**src/rtl/uart_pkg.sv**
```systemverilog
// Shared types and elaboration-time helpers for the buffered UART transmitter.
package uart_pkg;

  typedef enum logic [1:0] {
    StIdle,
    StStart,
    StData,
    StStop
  } tx_state_e;

  localparam int unsigned DataBits = 8;

  // Round-to-nearest clock cycles per serial bit.
  function automatic int unsigned calc_divisor(input int unsigned freq, input int unsigned bps);
    return (freq + bps / 2) / bps;
  endfunction

endpackage

```
**src/rtl/uart_tx_buffered_if.sv**
```systemverilog
// Byte write port of the buffered UART: producer drives data/strobe, transmitter reports full.
interface uart_tx_buffered_if;

  logic [7:0] transmit_data;
  logic       we;
  logic       busy;

  modport master (
    output transmit_data,
    output we,
    input  busy
  );

  modport slave (
    input  transmit_data,
    input  we,
    output busy
  );

endinterface

```
**src/rtl/sync_fifo.sv**
```systemverilog
// Single-clock FIFO with extra pointer MSB to tell full from empty; synchronous active-high reset.
module sync_fifo #(
  parameter int unsigned Width     = 8,
  parameter int unsigned DepthLog2 = 4
) (
  input  logic                 clk_i,
  input  logic                 rst_i,
  input  logic                 wr_en_i,
  input  logic [Width-1:0]     wr_data_i,
  input  logic                 rd_en_i,
  output logic [Width-1:0]     rd_data_o,
  output logic                 full_o,
  output logic                 empty_o,
  output logic [DepthLog2:0]   level_o
);

  localparam int unsigned Depth = 1 << DepthLog2;

  logic [Width-1:0]   mem_q [Depth];
  logic [DepthLog2:0] wr_ptr_q, wr_ptr_d;
  logic [DepthLog2:0] rd_ptr_q, rd_ptr_d;
  logic               wr_ok, rd_ok;

  assign full_o  = (wr_ptr_q[DepthLog2] != rd_ptr_q[DepthLog2]) &&
                   (wr_ptr_q[DepthLog2-1:0] == rd_ptr_q[DepthLog2-1:0]);
  assign empty_o = (wr_ptr_q == rd_ptr_q);
  assign level_o = wr_ptr_q - rd_ptr_q;

  // Full is judged on registered pointers, so a same-cycle pop never frees room for a write.
  assign wr_ok = wr_en_i && !full_o;
  assign rd_ok = rd_en_i && !empty_o;

  assign rd_data_o = mem_q[rd_ptr_q[DepthLog2-1:0]];

  always_comb begin
    wr_ptr_d = wr_ptr_q;
    rd_ptr_d = rd_ptr_q;
    if (wr_ok) begin
      wr_ptr_d = wr_ptr_q + 1'b1;
    end
    if (rd_ok) begin
      rd_ptr_d = rd_ptr_q + 1'b1;
    end
  end

  always_ff @(posedge clk_i) begin
    if (rst_i) begin
      wr_ptr_q <= '0;
      rd_ptr_q <= '0;
    end else begin
      wr_ptr_q <= wr_ptr_d;
      rd_ptr_q <= rd_ptr_d;
    end
  end

  always_ff @(posedge clk_i) begin
    if (!rst_i && wr_ok) begin
      mem_q[wr_ptr_q[DepthLog2-1:0]] <= wr_data_i;
    end
  end

endmodule

```
**src/rtl/uart_tx_buffered.sv**
```systemverilog
// 8N1 UART transmitter fed from a byte FIFO; frames are sent back-to-back while data is queued.
module uart_tx_buffered
  import uart_pkg::*;
#(
  parameter int unsigned FREQUENCY  = 50_000_000,
  parameter int unsigned BPS        = 115_200,
  parameter int unsigned DEPTH_LOG2 = 4
) (
  input  logic                  clock,
  input  logic                  reset,
  uart_tx_buffered_if.slave     bus,
  output logic                  serial_out,
  output logic                  idle,
  output logic [DEPTH_LOG2:0]   level,
  output logic                  overflow
);

  localparam int unsigned     Divisor = calc_divisor(FREQUENCY, BPS);
  localparam int unsigned     CntW    = (Divisor > 1) ? $clog2(Divisor) : 1;
  localparam logic [CntW-1:0] CntMax  = CntW'(Divisor - 1);

  tx_state_e           state_q, state_d;
  logic [CntW-1:0]     cnt_q, cnt_d;
  logic [2:0]          bit_q, bit_d;
  logic [DataBits-1:0] shift_q, shift_d;
  logic                line_q, line_d;
  logic                ne_q;
  logic                ovf_q;

  logic                fifo_full, fifo_empty, pop, bit_end;
  logic [DataBits-1:0] head;

  sync_fifo #(
    .Width     (DataBits),
    .DepthLog2 (DEPTH_LOG2)
  ) u_fifo (
    .clk_i     (clock),
    .rst_i     (reset),
    .wr_en_i   (bus.we),
    .wr_data_i (bus.transmit_data),
    .rd_en_i   (pop),
    .rd_data_o (head),
    .full_o    (fifo_full),
    .empty_o   (fifo_empty),
    .level_o   (level)
  );

  assign bus.busy   = fifo_full;
  assign serial_out = line_q;
  assign overflow   = ovf_q;
  assign idle       = (state_q == StIdle) && fifo_empty;
  assign bit_end    = (cnt_q == CntMax);

  always_comb begin
    state_d = state_q;
    cnt_d   = cnt_q;
    bit_d   = bit_q;
    shift_d = shift_q;
    pop     = 1'b0;

    unique case (state_q)
      StIdle: begin
        // ne_q delays the launch by one cycle so a fresh byte is seen queued before it leaves.
        if (ne_q && !fifo_empty) begin
          state_d = StStart;
          pop     = 1'b1;
          shift_d = head;
          cnt_d   = '0;
          bit_d   = '0;
        end
      end
      StStart: begin
        if (bit_end) begin
          state_d = StData;
          cnt_d   = '0;
        end else begin
          cnt_d = cnt_q + CntW'(1);
        end
      end
      StData: begin
        if (bit_end) begin
          cnt_d   = '0;
          shift_d = shift_q >> 1;
          if (bit_q == 3'd7) begin
            state_d = StStop;
          end else begin
            bit_d = bit_q + 3'd1;
          end
        end else begin
          cnt_d = cnt_q + CntW'(1);
        end
      end
      StStop: begin
        if (bit_end) begin
          cnt_d = '0;
          if (!fifo_empty) begin
            state_d = StStart;
            pop     = 1'b1;
            shift_d = head;
            bit_d   = '0;
          end else begin
            state_d = StIdle;
          end
        end else begin
          cnt_d = cnt_q + CntW'(1);
        end
      end
      default: state_d = StIdle;
    endcase

    // Line is registered from the next state so it moves on the same edge as the FSM.
    case (state_d)
      StStart: line_d = 1'b0;
      StData:  line_d = shift_d[0];
      default: line_d = 1'b1;
    endcase
  end

  always_ff @(posedge clock) begin
    if (reset) begin
      state_q <= StIdle;
      cnt_q   <= '0;
      bit_q   <= '0;
      shift_q <= '0;
      line_q  <= 1'b1;
      ne_q    <= 1'b0;
      ovf_q   <= 1'b0;
    end else begin
      state_q <= state_d;
      cnt_q   <= cnt_d;
      bit_q   <= bit_d;
      shift_q <= shift_d;
      line_q  <= line_d;
      ne_q    <= !fifo_empty;
      if (bus.we && fifo_full) begin
        ovf_q <= 1'b1;
      end
    end
  end

endmodule

```
**src/flat_wrapper.sv**
```systemverilog
// flat-port wrapper written by rule: the top's interface ports become plain ports
module uart_tx_buffered_flat import uart_pkg::*;
#(
  parameter int unsigned FREQUENCY  = 50_000_000,
  parameter int unsigned BPS        = 115_200,
  parameter int unsigned DEPTH_LOG2 = 4
)
  (clock, reset, serial_out, idle, level, overflow, bus_transmit_data, bus_we, bus_busy);
  uart_tx_buffered_if bus_i ();
  input  logic clock;
  input  logic reset;
  output logic serial_out;
  output logic idle;
  output logic [DEPTH_LOG2:0] level;
  output logic overflow;
  input wire logic [$bits(bus_i.transmit_data)-1:0] bus_transmit_data;
  input wire logic [$bits(bus_i.we)-1:0] bus_we;
  output wire logic [$bits(bus_i.busy)-1:0] bus_busy;
  assign bus_i.transmit_data = bus_transmit_data;
  assign bus_i.we = bus_we;
  assign bus_busy = bus_i.busy;
  uart_tx_buffered #(.FREQUENCY(FREQUENCY), .BPS(BPS), .DEPTH_LOG2(DEPTH_LOG2)) u_core (.clock(clock), .reset(reset), .bus(bus_i), .serial_out(serial_out), .idle(idle), .level(level), .overflow(overflow));
endmodule
```
**config.mk**
```make
export PLATFORM = sky130hd
export DESIGN_NAME = uart_tx_buffered_flat
export DESIGN_NICKNAME = d
export VERILOG_FILES = /design/src/rtl/uart_pkg.sv /design/src/rtl/uart_tx_buffered_if.sv /design/src/rtl/sync_fifo.sv /design/src/rtl/uart_tx_buffered.sv /design/src/flat_wrapper.sv
export SDC_FILE = /design/constraint.sdc
export NUM_CORES = 1
export LEC_CHECK = 0
export BUFFER_PORTS_ARGS = -buffer_cell sky130_fd_sc_hd__clkbuf_2
export CORE_MARGIN = 4
export CORE_UTILIZATION = 62
export DETAILED_ROUTE_END_ITERATION = 12
export PLACE_DENSITY = 0.85
export SLEW_MARGIN = 40
export SYNTH_ARGS = -nofsm -noshare
export SYNTH_HDL_FRONTEND = slang
export SYNTH_SLANG_ARGS = --single-unit
```
**constraint.sdc**
```tcl
create_clock -name clock -period 2.9 [get_ports clock]
set_input_delay 0.145 -clock clock [delete_from_list [all_inputs] [get_ports clock]]
set_output_delay 0.145 -clock clock [all_outputs]
set_load 0.02 [all_outputs]
```
==> results.py, run 1 <==
metrics = {
    "cts": {
        "cts_tree": "built",
        "clock-sinks": 167,
        "clockBufferDepth": 2,
        "cts_setup_buffers": 0,
        "cts-resized-gates": 0,
        "cts_hold_buf": 1,
        "cts_buffers": 17,
        "clk_pin_slew_ns": 0.07,
        "cts-root-buf": "clkbuf_8",
        "htreeDepth": 4,
        "clkLatencyLatePin_ns": 0.53,
    },
    "logic_synthesis": {
        "synth_top_area_share": 0.555,
        "synth_fp_nets": 463,
        "yosys_warnings": 0,
        "synth-main-ff-cell": "edfxtp_1",
        "syn_inst": 433,
        "synth_edf_count": 128,
        "synthTopCellsByCount": "edfxtp_1, nor2_1, dfxtp_1, mux4_2, ha_1",
        "yosysSeqAreaShare": 0.668,
        "synth_area_leader_cell": "edfxtp_1",
        "synth-seq-cells": 167,
        "yosysMostFrequentCell": "edfxtp_1",
        "syn_area_per_cell_sq_um": 16.0,
        "synthDistinctLibCells": 42,
        "synth_area_leaders": "edfxtp_1, mux4_2, dfxtp_1",
        "syn-cell-area_sq_um": 6920,
        "postSynth.asyncResetShare": 0,
    },
    "timing": {
        "worst_pin_slew_ns": 0.556,
        "setup_viol": 0,
        "fin_tns_setup_ns": 0,
        "finClkSkew_ns": 0.0101,
        "rsz0062_at_grt": "false",
        "finalCritPeriodShare": 0.894,
        "min_period_ns": 2.59,
        "setup_ws_ns": 0.309,
        "fmax_mhz": 386,
        "relSlewSlack": 0.629,
        "final_hold_viol_count": 0,
        "drv_slew": 0,
    },
    "placed_design": {
        "dp_hpwl_mm": 9.07,
        "place_ws_ns": 0.461,
        "placed_cell_area_sq_um": 7270,
        "io_buffer_count": 19,
        "gp_congestion": 0.916,
    },
    "setup_path": {
        "r2r-start": "u_core.u_fifo.wr_ptr_q[2]$_SDFFE_PP0N_",
        "critPathArrivalTime_ns": 2.82,
        "slowest_stage": "dfxtp_1",
        "start_kind": "register",
        "startpoint": "u_core.u_fifo.wr_ptr_q[2]$_SDFFE_PP0N_",
        "worst-path-max-fanout": 10,
        "cp.buffers_inverters": 1,
        "critPathCaptureType": "register",
        "cp_top_family": "simple AND/OR/NAND/NOR gates",
        "path_cells": "ha_1 > nand4_1 > nor2b_1 > nand2b_1 > nor2_1 > nand2_1 > nor3_1 > buf_4",
        "max_stage_delay_ns": 0.55,
        "critPathRequiredTime_ns": 3.13,
        "crit_type": "register to register",
        "rrSetupSlack_ns": 0.31,
    },
    "global_route": {
        "grt_overflow": 0,
        "grt_pass1_wl_mm": 22.4,
        "grt_usage": 0.239,
        "grt_max_degree": 33,
        "antenna_found_initial": 0,
        "grt_pass1_vias": 3938,
    },
    "final_layout": {
        "antenna_cells": 0,
        "layout-drive-gt1-share": 0.223,
        "synthToLayoutAreaGrowth_pct": 12.7,
        "multiInputGateArea_sq_um": 2130,
        "final_design_area_no_fill_sq_um": 7800,
        "ff_latch_area_sq_um": 4630,
        "utilization": 0.717,
        "fillers": 639,
        "fin_nets": 504,
    },
    "drt": {
        "vias": 3856,
        "drtIter0Drc": 474,
        "wl_mm": 14.2,
        "vias_per_cell": 6.17,
        "final_antenna_net_count": 0,
        "wire_per_inst_um": 22.7,
        "drt-pass1-iter-count": 5,
        "drcViolationCount": 0,
    },
    "hold_path": {
        "hold_start": "bus_transmit_data[4]",
        "hold_class": "primary input to register",
    },
    "run_status": {
        "run_status": "finished, final reports clean",
    },
    "die": {
        "core_sq_um": 10900,
        "io_pins": 20,
        "dieArea_sq_um": 12900,
        "start_util": 0.636,
        "rows": 38,
        "die_h_um": 114,
        "die_w_um": 114,
    },
    "power_and_ir_drop": {
        "cellPowerDensity_nw_per_um2": 700,
        "peakVddDrop_mv": 0.772,
        "power_w": 0.00546,
        "p_leak_nw": 2.60,
    },
    "flow_run": {
        "max-cap-violations": 0,
    },
}
## final timing paths
path,endpoint,depth (start not counted)
setup / recovery,u_core.u_fifo.mem_q[0][2]$_DFFE_PP_,8
hold / removal,u_core.u_fifo.mem_q[10][4]$_DFFE_PP_,1
setup reg to reg,u_core.u_fifo.mem_q[0][2]$_DFFE_PP_,8
hold reg to reg,u_core.shift_q[7]$_SDFFE_PP0P_,2
## metal layers
layer  vias to the layer above  global-route usage  share of wire
li1                       1737                   -              -
met1                      1933               0.311           0.39
met2                       168               0.395           0.52
met3                        18              0.0679          0.076
met4                         0              0.0777          0.014
met5                         -                   0              0
## cell families after synthesis
group,after synthesis,synth area share
AOI/OAI and AO/OA,44,0.0430
xor gates and xnor gates,19,0.0240
adders and majority gates,19,0.0354
buffers and inverters,35,0.0244
DFF,167,0.668
muxes,41,0.128
and+or+nand+nor,108,0.0773
## cells in the final DEF, fill, tap and decap left out, types with 2 or more instances in the layout
cell type and count:
nor2b_1 8, xnor2_1 12, nand4_1 5, a21oi_1 11, dfxtp_1 38, o21ai_0 2
a211oi_1 14, edfxtp_1 128, ha_1 18, mux2i_1 3, nor2_1 44, nand3_1 6
mux4_2 38, buf_4 19, nand4b_1 2, xor2_1 7, inv_1 16, clkbuf_1 4
inv_6 4, o21ai_1 7, and3_1 4, nand2b_1 4, and2_1 2, clkinvlp_4 2
clkbuf_2 19, buf_12 2, clkbuf_16 16, a21o_1 3, nand2_1 16, nor3_1 10
## flip-flops by register name (all words and copies together) (netlist names), 2 cells and up, named ones only
register	flops
u_core.state_q	2
u_core.cnt_q	9
u_core.u_fifo.wr_ptr_q	5
u_core.u_fifo.rd_ptr_q	5
u_core.bit_q	3
u_core.u_fifo.mem_q	128
u_core.shift_q	8
## layout make-up
class / count / area share
clock buffer: 21 / 0.0550
clock inverter: 9 / 0.0120
inverter: 16 / 0.00770
multi-input combinational: 231 / 0.273
sequential: 167 / 0.593
tap: 140 / 0.0225
timing repair buffer: 41 / 0.0369
## report_power, final
part / switching [W] / internal (W)
combinational: 0.000410 / 0.000282
sequential: 0.0000641 / 0.00267
clock: 0.000901 / 0.00114
## through the flow
| step | hold slack [ns] | std cells |
|---|---|---|
| floorplan | 0.244 | 433 |
| global placement | 0.394 | 594 |
| detailed placement | 0.411 | 594 |
| CTS | 0.00188 | 625 |
| global route | 0.0423 | 625 |
| finish | 0.0278 | 625 |
Power figures use the tool's default switching activity.
==> run 2, diff against run 1 <==
--- a/config.mk
+++ b/config.mk
@@ -6,10 +6,11 @@
 export NUM_CORES = 1
 export LEC_CHECK = 0
 export BUFFER_PORTS_ARGS = -buffer_cell sky130_fd_sc_hd__clkbuf_2
-export CORE_MARGIN = 4
+export CORE_MARGIN = 2
 export CORE_UTILIZATION = 62
 export DETAILED_ROUTE_END_ITERATION = 12
 export PLACE_DENSITY = 0.85
+export RECOVER_POWER = 25
 export SLEW_MARGIN = 40
 export SYNTH_ARGS = -nofsm -noshare
 export SYNTH_HDL_FRONTEND = slang
==> run 2 against run 1 <==
  * Cell count up 0.16%
  * Fmax down 0.84%
  * Clock skew up 0.0041 ns
  * Power down 1.0%
  * First-iteration DRC count down 21%
  * Critical path type unchanged
  * Sequential power about the same
  * Wire length down 1.1%
  * Critical path depth unchanged
  * Setup slack worse by 0.022 ns
  * Via count down 0.18%
  * Die area down 6.9%
  * Global-route usage up 2.3 points
==> results.py, run 2 (same netlist as run 1, synthesis figures left out) <==
metrics = {
    "die": {
        "core_sq_um": 10900,
        "io_pins": 20,
        "die_h_um": 110,
        "dieArea_sq_um": 12000,
        "die_w_um": 110,
        "rows": 38,
        "start_util": 0.636,
    },
    "final_layout": {
        "largest_register_ffs": 128,
        "antenna_cells": 0,
        "layout_common_cells": "edfxtp_1, nor2_1, mux4_2, dfxtp_1, buf_4",
        "layout-drive-gt1-share": 0.218,
        "final_common_cell": "edfxtp_1",
        "synthToLayoutAreaGrowth_pct": 12.3,
        "fin_nets": 504,
    },
    "setup_path": {
        "rr_endpoint": "u_core.u_fifo.mem_q[2][4]$_DFFE_PP_",
        "critPathRequiredTime_ns": 3.14,
        "max_stage_delay_ns": 0.55,
        "crit_type": "register to register",
        "worst-path-max-fanout": 10,
        "cp.buffers_inverters": 1,
        "start_kind": "register",
        "cp_top_family": "simple AND/OR/NAND/NOR gates",
        "rrSetupSlack_ns": 0.29,
        "critPathArrivalTime_ns": 2.86,
        "path_cells": "ha_1 > nand4_1 > nor2b_1 > nand2b_1 > nor2_1 > nand2_1 > nor3_1 > buf_4",
        "slowest_stage": "dfxtp_1",
        "r2r-start": "u_core.u_fifo.wr_ptr_q[2]$_SDFFE_PP0N_",
        "r2r_cells": 8,
        "critPathCaptureType": "register",
    },
    "cts": {
        "clock-sinks": 167,
        "cts_buffers": 17,
        "cts_tree": "built",
        "htreeDepth": 4,
        "cts_setup_buffers": 0,
        "clk_pin_slew_ns": 0.07,
        "clkLatencyLatePin_ns": 0.54,
        "clockBufferDepth": 2,
        "cts-root-buf": "clkbuf_8",
        "cts-resized-gates": 0,
    },
    "global_route": {
        "antenna_found_initial": 0,
        "grt_usage": 0.262,
        "grt_pass1_wl_mm": 22.1,
        "grt_overflow": 0,
        "grt_pass1_vias": 3986,
        "grt_max_degree": 33,
    },
    "timing": {
        "setup_viol": 0,
        "finClkSkew_ns": 0.0142,
        "drv_slew": 0,
        "fmax_mhz": 383,
        "final_hold_viol_count": 0,
        "worst_pin_slew_ns": 0.737,
        "fin_tns_setup_ns": 0,
        "finalCritPeriodShare": 0.901,
        "rsz0062_at_grt": "false",
        "min_period_ns": 2.61,
        "relSlewSlack": 0.509,
    },
    "run_status": {
        "run_status": "finished, final reports clean",
    },
    "flow_run": {
        "max-cap-violations": 0,
    },
    "drt": {
        "wl_met3_um": 668,
        "drcViolationCount": 0,
        "vias_per_cell": 6.15,
        "met1Wirelength_mm": 5.85,
        "final_antenna_net_count": 0,
        "routed.top_layer": "met4",
        "wl_mm": 14.0,
        "drtIter0Drc": 374,
        "vias": 3849,
        "dr_wl_met2_mm": 7.39,
        "wire_per_inst_um": 22.4,
        "drt-pass1-iter-count": 4,
    },
    "power_and_ir_drop": {
        "peakVddDrop_mv": 0.692,
        "power_w": 0.00541,
        "cellPowerDensity_nw_per_um2": 696,
        "p_leak_nw": 2.58,
    },
    "placed_design": {
        "gp_congestion": 0.885,
        "io_buffer_count": 19,
        "dp_hpwl_mm": 9.05,
    },
    "hold_path": {
        "holdPathStages": 1,
        "hold_class": "primary input to register",
        "holdPathEnd": "u_core.u_fifo.mem_q[8][3]$_DFFE_PP_",
        "hold_start": "bus_transmit_data[3]",
    },
}
==> run 2: through the flow <==
stage / instance area, sq um / util / setup slack (ns) / hold WS, ns / cells
6_report: 7770 / 0.714 / 0.287 / 0.0888 / 626
5_1_grt: 7770 / 0.714 / 0.0493 / 0.0891 / 626
4_1_cts: 7780 / 0.715 / 0.333 / 0.0210 / 626
3_5_place_dp: 7260 / 0.667 / 0.447 / 0.418 / 594
3_3_place_gp: 7260 / 0.667 / 0.559 / 0.411 / 594
2_1_floorplan: 6920 / - / 0.337 / 0.244 / 433
==> run 2: where the power goes <==
group	internal [W]	total, W	switching [W]
registers	0.00267	0.00273	0.0000630
clock network	0.00106	0.00198	0.000925
logic	0.000279	0.000697	0.000418
==> run 2: area by class of cell <==
| type | instances | area, sq um |
|---|---|---|
| clock inverter | 13 | 95.1 |
| sequential | 167 | 4630 |
| multi-input combinational | 231 | 2130 |
| fill | 632 | 3110 |
| clock buffer | 18 | 418 |
| timing repair buffer | 41 | 269 |
| inverter | 16 | 60.1 |
| tap | 140 | 175 |
==> run 2: how the worst max path moves through the flow <==
stage / from / end / slack (ns) / depth (start not counted)
2_1_floorplan: u_core.u_fifo.wr_ptr_q[0]$_SDFFE_PP0N_ / u_core.u_fifo.mem_q[0][0]$_DFFE_PP_ / 0.34 / 8
3_3_place_gp: u_core.u_fifo.wr_ptr_q[2]$_SDFFE_PP0N_ / u_core.u_fifo.mem_q[3][4]$_DFFE_PP_ / 0.56 / 8
3_5_place_dp: u_core.u_fifo.wr_ptr_q[2]$_SDFFE_PP0N_ / u_core.u_fifo.mem_q[1][3]$_DFFE_PP_ / 0.45 / 8
4_1_cts: u_core.u_fifo.wr_ptr_q[2]$_SDFFE_PP0N_ / u_core.u_fifo.mem_q[2][4]$_DFFE_PP_ / 0.33 / 8
5_1_grt: u_core.u_fifo.wr_ptr_q[2]$_SDFFE_PP0N_ / u_core.shift_q[1]$_SDFFE_PP0P_ / 0.05 / 8
6_report: u_core.u_fifo.wr_ptr_q[2]$_SDFFE_PP0N_ / u_core.u_fifo.mem_q[2][4]$_DFFE_PP_ / 0.29 / 8
==> run 2: metal layers <==
metal  vias up  GRT usage
li1       1746          -
met1      1974      0.339
met2       116      0.442
met3        13     0.0771
met4         0     0.0651
met5         -          0
==> run 2: worst register-to-register path, cell delays in order (launching register included) <==
cell and delay, ns:
dfxtp_1 0.55, ha_1 0.36, nand4_1 0.24, nor2b_1 0.15, nand2b_1 0.18, nor2_1 0.21, nand2_1 0.17, nor3_1 0.22
buf_4 0.23
==> run 2: timing repair <==
action | 4_1_cts | 5_1_grt
endpoints found under the setup margin | 0 | 0
endpoints found under the hold margin | 2 | 0
hold buffers | 1 | 0
